**src/rtl/rll_key_loader.sv**
```systemverilog
// Serial key loader: shifts in KEY_WIDTH bits LSB-first plus an even-parity bit,
// then commits the shadow register to the parallel key bus on a parity match.
module rll_key_loader #(
  parameter int unsigned KEY_WIDTH = 32
) (
  input  logic                 clk,
  input  logic                 rst_n,
  input  logic                 load_start,
  input  logic                 bit_in,
  input  logic                 bit_valid,
  output logic                 bit_ready,
  input  logic                 zeroize,
  output logic [KEY_WIDTH-1:0] key_out,
  output logic                 key_ready,
  output logic                 load_done,
  output logic                 load_err
);

  localparam int unsigned CNT_W = $clog2(KEY_WIDTH + 1);

  typedef enum logic [1:0] {
    IDLE   = 2'd0,
    SHIFT  = 2'd1,
    PARITY = 2'd2
  } state_e;

  state_e               state_q, state_d;
  logic [KEY_WIDTH-1:0] shift_q, shift_d;
  logic [CNT_W-1:0]     cnt_q, cnt_d;
  logic [KEY_WIDTH-1:0] key_q, key_d;
  logic                 key_ready_q, key_ready_d;
  logic                 load_done_q, load_done_d;
  logic                 load_err_q, load_err_d;
  logic                 accept;

  // State register
  always_ff @(posedge clk or negedge rst_n) begin
    if (!rst_n) begin
      state_q     <= IDLE;
      shift_q     <= '0;
      cnt_q       <= '0;
      key_q       <= '0;
      key_ready_q <= 1'b0;
      load_done_q <= 1'b0;
      load_err_q  <= 1'b0;
    end else begin
      state_q     <= state_d;
      shift_q     <= shift_d;
      cnt_q       <= cnt_d;
      key_q       <= key_d;
      key_ready_q <= key_ready_d;
      load_done_q <= load_done_d;
      load_err_q  <= load_err_d;
    end
  end

  // Next-state: zeroize beats load_start, which beats any bit in the same cycle
  always_comb begin
    state_d     = state_q;
    shift_d     = shift_q;
    cnt_d       = cnt_q;
    key_d       = key_q;
    key_ready_d = key_ready_q;
    load_done_d = 1'b0;
    load_err_d  = load_err_q;
    bit_ready   = (state_q == SHIFT) || (state_q == PARITY);
    accept      = bit_valid && bit_ready;

    if (zeroize) begin
      state_d     = IDLE;
      shift_d     = '0;
      cnt_d       = '0;
      key_d       = '0;
      key_ready_d = 1'b0;
      load_err_d  = 1'b0;
    end else if (load_start) begin
      state_d    = SHIFT;
      shift_d    = '0;
      cnt_d      = '0;
      load_err_d = 1'b0;
    end else begin
      unique case (state_q)
        SHIFT: begin
          if (accept) begin
            shift_d = {bit_in, shift_q[KEY_WIDTH-1:1]};
            cnt_d   = cnt_q + CNT_W'(1);
            if (cnt_q == CNT_W'(KEY_WIDTH - 1)) begin
              state_d = PARITY;
            end
          end
        end
        PARITY: begin
          if (accept) begin
            state_d = IDLE;
            if (bit_in == ^shift_q) begin
              key_d       = shift_q;
              key_ready_d = 1'b1;
              load_done_d = 1'b1;
            end else begin
              load_err_d = 1'b1;
            end
          end
        end
        default: ;
      endcase
    end
  end

  assign key_out   = key_q;
  assign key_ready = key_ready_q;
  assign load_done = load_done_q;
  assign load_err  = load_err_q;

endmodule
```
**config.mk**
```make
export PLATFORM = sky130hd
export DESIGN_NAME = rll_key_loader
export DESIGN_NICKNAME = d
export VERILOG_FILES = /design/src/rtl/rll_key_loader.sv
export SDC_FILE = /design/constraint.sdc
export NUM_CORES = 1
export LEC_CHECK = 0
export ABC_AREA = 1
export CORE_MARGIN = 2
export CORE_UTILIZATION = 60
export DETAILED_ROUTE_END_ITERATION = 6
export GPL_ROUTABILITY_DRIVEN = 0
export PLACE_DENSITY = 0.95
export SETUP_SLACK_MARGIN = 0.2
export SYNTH_ARGS = -nofsm -noshare
export SYNTH_HDL_FRONTEND = slang
export SYNTH_SLANG_ARGS = --single-unit
```
**constraint.sdc**
```tcl
create_clock -name clk -period 2.9 [get_ports clk]
set_input_delay 0.435 -clock clk [delete_from_list [all_inputs] [get_ports clk]]
set_output_delay 0.435 -clock clk [all_outputs]
set_load 0.03 [all_outputs]
```
==> flow_summary.toml, run 1 <==
[sta]
worst_pin_slew_ns = 0.769
drv_slew = 0
rsz0062_at_grt = "no"
min_period_ns = 2.37
slew_headroom_pct = 48.7
whs_ns = 0.162
finalCritPeriodShare_pct = 81.9
max_freq_mhz = 421
finalSetupViolations = 0
hold_viol_final = 0
finalClockSkew_ns = 0.00686
fin_tns_setup_ns = 0

[place]
dp.cells = 604
dp_hpwl_um = 6240
port_buffers = 41
placed_area_mm2 = 0.00449

[detailed_routing]
wl_um = 9160
via_per_inst = 5.79
route.detailed.drc = 0
ant_nets = 0
drtIter0Drc = 217
num_vias = 3586
drt_first_pass_iters = 5
post_drt_wl_per_cell_um = 14.8

[synth]
syn_nets = 512
avgSynthCellArea_um2 = 8.15
synthTopCellsByArea = "dfrtp_1 (46%), nand2_1 (14%), inv_1 (5.2%)"
synthMostInstantiatedCell = "nand2_1"
synth_seq_area_share_pct = 45.8
synthArstFlopShare_pct = 100
synthCells = 503
synth_edf_count = 0
yosys.area.top_type = "dfrtp_1"
synth_top_area_share_pct = 45.8
syn_area_mm2 = 0.00410
synth_warnings = 0
synthTopCellsByCount = "nand2_1 (149), dfrtp_1 (75), inv_1 (57)"
ys_ff_latch = 75
yosysUniqueCellTypes = 25
synthFlopType = "dfrtp_1"

[power]
power_mw = 1.93
p_sw_mw = 0.468
clkPwrFrac_pct = 38.4
switching_share_pct = 24.2
p_leak_nw = 2.32
p_int_mw = 1.46
p_seq_share_pct = 54.8
p_per_area_mw_per_mm2 = 414
p_comb_share_pct = 6.8
ir_drop_v = 0.000244

[global_route]
grt_use_total_pct = 25.6
grt_pass1_vias = 3608
grt_antenna_before_repair = 0
grt_max_degree = 36
grt_first_pass_wirelength_um = 15400
grt_overflow = 0

[critical_path]
critPathTopFamily = "simple AND/OR/NAND/NOR gates"
critPathCaptureType = "register"
cp_max_fo = 32
path_common_cell = "nand2_1"
r2r_setup_slack_ns = 0.53
worstSetupPathType = "register to register"
max_stage_delay_ns = 0.43
critPathSlowestCell = "dfrtp_1"
worstPathRequired_ns = 3.19
crit_path_start_kind = "register"
crit_arrival_ns = 2.66
worstPathCellList = "nand2_1 -> inv_1 -> nor2_1 -> nand2_1 -> nand2_1 -> nand2_1 -> nand2_1 -> inv_1 -> nand2_2 -> nand3_1 -> nand2_1 -> nand2_2 -> nand2_2 -> nand4_1 -> nand2_1"
critPathBufInv = 2

[layout]
fin_nets = 544
syn2layout_area_growth_pct = 13.8
fin_cells = 619
finish.instance_area_mm2 = 0.00466
drive_above_1_share_pct = 12.1
n_fill_cell = 469
num_antenna_cells = 0

[clock_network]
postCtsSetupBuffers = 0
hold_buffers = 0
root_buffer = "clkbuf_8"
clock_sinks = 75
insertion_delay_ns = 0.35
cts-resized-gates = 0
cts_tree = "done"
cts_buffers = 9
clk_pin_slew_worst_paths_ns = 0.08
htreeDepth = 3
clockBufferDepth = 2

[floorplan]
die_h_um = 86.6
fp.dieW_um = 86.6
core_area_mm2 = 0.00672
boundaryPins = 42
initial_core_util_pct = 61.0
dieArea_mm2 = 0.00751
rows = 30

[min_path]
hold_path_class = "input port to async pin"

[status]
status = "complete, no violations"

[run]
cap_violations = 0
-- routing by layer --
metal,global-route usage [%],wire length (µm),up-vias
li1,-,-,1706
met1,28.9,3590,1704
met2,45.3,4860,146
met3,5.43,412,30
met4,13.8,298,0
met5,0,0,-
-- registers in the layout, indices dropped and copies added (netlist names) --
name and flops:
key_out 32, shift_q 32, state_q 2, cnt_q 6, load_err 1, key_ready 1, load_done 1
-- path summary, 6_finish.rpt --
| path | start | to | depth (start not counted) |
|---|---|---|---|
| max | shift_q[18] | key_out[16] | 15 |
| min | rst_n | key_out[8] | 1 |
| max reg2reg | shift_q[18] | key_out[16] | 15 |
| min reg2reg | cnt_q[5] | cnt_q[5] | 1 |
| max in group asynchronous | rst_n | shift_q[11] | 2 |
| min in group clk | cnt_q[5] | cnt_q[5] | 1 |
-- worst register-to-register path, delay by kind of cell, from the launching register on --
kind                   cells  cell delay (ns)
DFF                        1             0.43
buffers and inverters      2             0.12
and+or+nand+nor           13             1.77
-- area by class of cell --
type | instances | area [µm²] | share of cell area, %
sequential | 75 | 1880 | 40.2
multi-input combinational | 338 | 1800 | 38.5
timing repair buffer | 49 | 478 | 10.2
inverter | 62 | 233 | 4.99
clock buffer | 13 | 169 | 3.62
tap | 80 | 100 | 2.15
clock inverter | 2 | 10.0 | 0.215
-- power by group through the flow --
stage	Sequential [mW]	Clock (mW)	Combinational (mW)
6_report	1.06	0.741	0.132
5_1_grt	1.06	0.783	0.146
4_1_cts	1.06	0.749	0.131
3_5_place_dp	1.08	0	0.130
3_3_place_gp	1.08	0	0.123
2_1_floorplan	1.08	0	0.0816
-- kinds of logic (layout without fill, tap and decap cells) --
kind of cell | Yosys count | after routing | share of synthesized area, %
adder cells (fa/ha/maj) | 3 | 3 | 0.916
AND/OR/NAND/NOR | 268 | 268 | 31.9
buffers and inverters | 90 | 126 | 10.4
XOR/XNOR | 19 | 19 | 4.06
AO/OA/AOI/OAI | 48 | 48 | 6.84
flip-flops | 75 | 75 | 45.8
-- layout by cell type (no fill, tap or decap), types with 8 or more instances in the layout --
| master | Yosys | final |
|---|---|---|
| nand2_1 | 149 | 149 |
| dfrtp_1 | 75 | 75 |
| inv_1 | 57 | 56 |
| clkdlybuf4s50_1 | 0 | 40 |
| nand4_1 | 34 | 34 |
| o22ai_1 | 32 | 32 |
| nand3_1 | 25 | 25 |
| nor2_1 | 21 | 21 |
| nand3_2 | 21 | 21 |
| nand2_2 | 12 | 12 |
| clkbuf_8 | 0 | 12 |
| xnor2_1 | 10 | 10 |
| xor2_1 | 9 | 9 |
| a21oi_1 | 8 | 8 |
-- through the flow --
step | util [%] | setup WS (ns)
after CTS | 69.4 | 0.567
after global placement | 66.8 | 0.519
after floorplan | - | 0.969
final | 69.4 | 0.526
after global routing | 69.4 | 0.282
after detailed placement | 66.8 | 0.400
Power figures use the tool's default switching activity.
==> run 2, diff against run 1 <==
--- a/config.mk
+++ b/config.mk
@@ -7,10 +7,10 @@
 export LEC_CHECK = 0
 export ABC_AREA = 1
 export CORE_MARGIN = 2
-export CORE_UTILIZATION = 60
+export CORE_UTILIZATION = 52
 export DETAILED_ROUTE_END_ITERATION = 6
 export GPL_ROUTABILITY_DRIVEN = 0
-export PLACE_DENSITY = 0.95
+export PLACE_DENSITY = 0.89
 export SETUP_SLACK_MARGIN = 0.2
 export SYNTH_ARGS = -nofsm -noshare
 export SYNTH_HDL_FRONTEND = slang
==> constraint.sdc (replaced) <==
create_clock -name clk -period 2.07 [get_ports clk]
set_input_delay 0.3105 -clock clk [delete_from_list [all_inputs] [get_ports clk]]
set_output_delay 0.3105 -clock clk [all_outputs]
set_load 0.03 [all_outputs]
==> run 2 against run 1 <==
Non-clock buffer count rose by 21. Cell count rose by 6.8%. Clock skew rose by 0.0055 ns. Clock power rose by 48%. Fmax rose by 15%. The flow now finishes with violations (negative setup slack). Flip-flop and latch count did not move. Sequential share of layout area fell by 3.3 points.
==> flow_summary.toml, run 2 (synthesis results as in run 1) <==
[status]
status = "finished with violations"
violations = "negative setup slack"

[critical_path]
worstSetupPathType = "register to register"
r2r_setup_slack_ns = -0.0006
crit_start = "shift_q[23]"
path_common_cell = "nand2_2"
critPathCaptureType = "register"
worstPathCellList = "nand2_2 -> inv_2 -> nor2_4 -> nand2_2 -> nand2_1 -> nand2_1 -> nand2_2 -> inv_1 -> nand2_2 -> nand2_2 -> nand2_2 -> nand2_2 -> nand2_2 -> nand2_4 -> buf_12 -> nand4_1 -> nand2_1"
crit_path_start_kind = "register"
max_stage_delay_ns = 0.44
cp_max_fo = 20
crit_arrival_ns = 2.32
regToRegStartpoint = "shift_q[23]"
critPathSlowestCell = "dfrtp_1"
worstPathRequired_ns = 2.32

[floorplan]
dieArea_mm2 = 0.00861
rows = 32
fp.dieW_um = 92.8
boundaryPins = 42
initial_core_util_pct = 53.3
die_h_um = 92.8
core_area_mm2 = 0.00769

[layout]
num_antenna_cells = 0
n_fill_cell = 592
fin_cells = 661
multi_input_area_mm2 = 0.00194
mostFrequentLayoutCell = "nand2_1"
final-seq-area_mm2 = 0.00189
drive_above_1_share_pct = 25.9
syn2layout_area_growth_pct = 24.6
fin_nets = 565
final_cell_mix = "nand2_1 (129), dfrtp_1 (68), inv_1 (40), clkdlybuf4s50_1 (39), nand4_1 (34)"

[clock_network]
clk_pin_slew_worst_paths_ns = 0.08
root_buffer = "clkbuf_8"
clockBufferDepth = 2
htreeDepth = 3
insertion_delay_ns = 0.37
cts_buffers = 9
cts_tree = "done"
clock_sinks = 75

[detailed_routing]
ant_nets = 0
drt_first_pass_iters = 5
route.detailed.drc = 0
post_drt_wl_per_cell_um = 15.7
via_per_inst = 5.68
wl_um = 10400
num_vias = 3757
drtIter0Drc = 238

[min_path]
hp-start = "cnt_q[5]"
hold_path_class = "register to register"

[power]
ir_drop_v = 0.000282
p_leak_nw = 2.48
p_per_area_mw_per_mm2 = 551
power_mw = 2.81

[sta]
finalSetupViolations = 1
finalClockSkew_ns = 0.0123
slew_headroom_pct = 71.1
worst_pin_slew_ns = 0.432
fin_tns_setup_ns = -0.000572
rsz0062_at_grt = "yes"
hold_viol_final = 0
fin_ws_ns = -0.000572
max_freq_mhz = 483
min_period_ns = 2.07
finalCritPeriodShare_pct = 100
drv_slew = 0

[global_route]
grt_max_degree = 76
grt_use_total_pct = 21.6
grt_pass1_vias = 3507
grt_overflow = 0
grt_antenna_before_repair = 0
grt_first_pass_wirelength_um = 15000

[place]
dp.cells = 631
dp_hpwl_um = 6010
port_buffers = 41

[run]
cap_violations = 0
[run 2: cell type report]
type / count / share of cell area, %
Clock buffer: 9 / 2.43
Clock inverter: 5 / 1.10
Inverter: 62 / 4.56
Multi-Input combinational cell: 338 / 38.0
Sequential cell: 75 / 36.9
Tap cell: 102 / 2.50
Timing Repair Buffer: 70 / 14.5
[run 2: through the flow]
| step | hold WS [ns] | setup slack, ns | cell area, µm² | util [%] |
|---|---|---|---|---|
| final | 0.483 | -0.000572 | 5110 | 66.4 |
| after global placement | 0.366 | 0.104 | 4620 | 60.1 |
| after floorplan | 0.0149 | 0.333 | 4100 | - |
| after global routing | 0.515 | -0.0636 | 5110 | 66.4 |
| after CTS | 0.465 | 0.166 | 4830 | 62.8 |
| after detailed placement | 0.375 | -0.0103 | 4620 | 60.1 |
[run 2: power breakdown]
group          internal, mW  leakage [nW]  switching [mW]
sequential             1.48          1.03         0.00995
clock                 0.541        0.0909           0.559
combinational        0.0744          1.35           0.153
[run 2: metal layers]
metal  part of all wire (%)  GRT usage [%]  up-vias
li1                       -              -     1751
met1                     38           25.5     1806
met2                     52           37.6      152
met3                    5.9           4.15       48
met4                    4.3           10.8        0
met5                      0              0        -
[run 2: worst paths after layout]
kind                                     to  cells past startpoint
worst max-delay path            key_out[12]                     17
worst min-delay path               cnt_q[5]                      1
worst max register to register  key_out[12]                     17
worst min register to register     cnt_q[5]                      1
max in group asynchronous       shift_q[20]                      3
min in group asynchronous       key_out[28]                      3
[run 2: timing repair]
item	CTS	global route
hold endpoints to repair	50	0
setup buffers	1	11
gates cloned	0	3
hold buffers	1	0
setup endpoints to repair	36	36
pin swaps	2	15
resized for setup	12	59
[run 2: critical path, delay by kind of cell (launching register included)]
| family | cells | cell delay (ns) |
|---|---|---|
| AND/OR/NAND/NOR | 14 | 1.26 |
| flip-flops | 1 | 0.44 |
| buffers and inverters | 3 | 0.26 |
==> run 3, diff against run 2 <==
--- a/config.mk
+++ b/config.mk
@@ -7,10 +7,10 @@
 export LEC_CHECK = 0
 export ABC_AREA = 1
 export CORE_MARGIN = 2
-export CORE_UTILIZATION = 52
+export CORE_UTILIZATION = 45
 export DETAILED_ROUTE_END_ITERATION = 6
 export GPL_ROUTABILITY_DRIVEN = 0
-export PLACE_DENSITY = 0.89
+export PLACE_DENSITY = 0.8
 export SETUP_SLACK_MARGIN = 0.2
 export SYNTH_ARGS = -nofsm -noshare
 export SYNTH_HDL_FRONTEND = slang
==> run 3 against run 2 <==
The flow now finishes without violations. Power increased by 1.6%. First-iteration DRC count decreased by 8.0%. Core utilization decreased by 6.8 points. Fmax increased by 4.3%. Largest cell class unchanged.
==> flow_summary.toml, run 3 (synthesis results as in run 1) <==
[floorplan]
fp.dieW_um = 99.4
rows = 34
core_area_mm2 = 0.00876
boundaryPins = 42
initial_core_util_pct = 46.8
die_h_um = 99.4
dieArea_mm2 = 0.00989

[detailed_routing]
post_drt_wl_per_cell_um = 14.9
via_per_inst = 5.44
num_vias = 3616
drt_first_pass_iters = 4
ant_nets = 0
route.detailed.drc = 0
wl_um = 9930
drtIter0Drc = 219

[power]
ir_drop_v = 0.000261
p_leak_nw = 2.47
p_per_area_mw_per_mm2 = 547
power_mw = 2.86

[sta]
hold_viol_final = 0
finalCritPeriodShare_pct = 95.9
worst_pin_slew_ns = 0.402
finalClockSkew_ns = 0.00662
drv_slew = 0
slew_headroom_pct = 73.2
finalSetupViolations = 0
rsz0062_at_grt = "yes"
min_period_ns = 1.98
max_freq_mhz = 504

[global_route]
grt_first_pass_wirelength_um = 14700
grt_overflow = 0
grt_use_total_pct = 18.1
grt_antenna_before_repair = 0
grt_pass1_vias = 3418
grt_max_degree = 76

[status]
status = "complete, no violations"

[layout]
fin_nets = 561
num_antenna_cells = 0
n_fill_cell = 731
finalCoreUtilization_pct = 59.6
multi_input_area_mm2 = 0.00205
drive_above_1_share_pct = 27.6
mostFrequentLayoutCell = "nand2_1"
final_cell_mix = "nand2_1 (129), dfrtp_1 (65), clkdlybuf4s50_1 (39), inv_1 (36), nand4_1 (34)"
syn2layout_area_growth_pct = 27.5
final-seq-area_mm2 = 0.00189

[critical_path]
worstPathRequired_ns = 2.34
critPathBufInv = 3
path_common_cell = "nand2_2"
critPathTopFamily = "simple AND/OR/NAND/NOR gates"
crit_path_start_kind = "register"
worstPathCellList = "inv_2 -> nand2_2 -> nand2_1 -> nand2_1 -> inv_1 -> nor2_2 -> nand2_4 -> nand3_2 -> nand2_2 -> nand2_2 -> nand2_1 -> nand2_2 -> nand3_4 -> clkbuf_16 -> o21ai_0"
worstSetupPathType = "register to register"
max_stage_delay_ns = 0.44
critPathCaptureType = "register"
cp_max_fo = 10
critPathSlowestCell = "dfrtp_1"
crit_arrival_ns = 2.26

[clock_network]
clock_sinks = 75
cts_tree = "done"
root_buffer = "clkbuf_8"
insertion_delay_ns = 0.36
cts_buffers = 9
clk_pin_slew_worst_paths_ns = 0.08
htreeDepth = 3
clockBufferDepth = 2

[min_path]
hold_path_class = "register to register"

[run]
cap_violations = 0

[place]
dp_hpwl_um = 5830
port_buffers = 41
-- run 3: worst paths after layout --
path                          endpoint  cells after the start        from  slack (ns)
max reg2reg                  key_ready                     15  shift_q[7]        0.09
min in group asynchronous  key_out[21]                      3       rst_n        0.52
min reg2reg                   cnt_q[5]                      1    cnt_q[5]        0.47
max                          key_ready                     15  shift_q[7]        0.09
min                           cnt_q[5]                      1    cnt_q[5]        0.47
max in group asynchronous  shift_q[27]                      3       rst_n        1.22
-- run 3: repair_timing --
action | 4_1_cts | 5_1_grt
cloned | 0 | 5
hold buffers | 1 | 0
setup endpoints to repair | 34 | 68
gates resized for setup | 7 | 80
pin swaps | 0 | 21
hold endpoints to repair | 4 | 0
buffers inserted | 0 | 6
-- run 3: through the flow --
step / area (µm²) / TNS, ns / setup WS (ns) / hold slack, ns / std cells
3_5_place_dp: 4600 / 0 / 0.0197 / 0.380 / 637
5_1_grt: 5220 / -0.0105 / -0.0105 / 0.492 / 665
6_report: 5220 / 0 / 0.0850 / 0.473 / 665
2_1_floorplan: 4100 / 0 / 0.333 / 0.0149 / 503
3_3_place_gp: 4600 / 0 / 0.0973 / 0.369 / 637
4_1_cts: 4810 / 0 / 0.161 / 0.473 / 654
-- run 3: layout make-up --
type | instances | area share (%)
Clock buffer | 11 | 2.71
Clock inverter | 5 | 1.01
Inverter | 62 | 4.46
Multi-Input combinational cell | 338 | 39.3
Sequential cell | 75 | 36.2
Tap cell | 108 | 2.59
Timing Repair Buffer | 66 | 13.8
-- run 3: per-layer routing --
layer  routed length (µm)  global-route usage [%]  share of wire [%]
met5                    0                       0                  0
met2                 5130                    32.1                 52
met1                 4020                    21.1                 40
met4                  231                    8.75                2.3
met3                  553                    3.23                5.6
-- run 3: power breakdown --
group          leakage (nW)  switching, mW  total (mW)  internal [mW]
Clock                0.0991          0.563        1.15          0.584
Combinational          1.34          0.149       0.227         0.0774
Sequential             1.03        0.00850        1.48           1.48
Total                  2.47          0.721        2.86           2.14
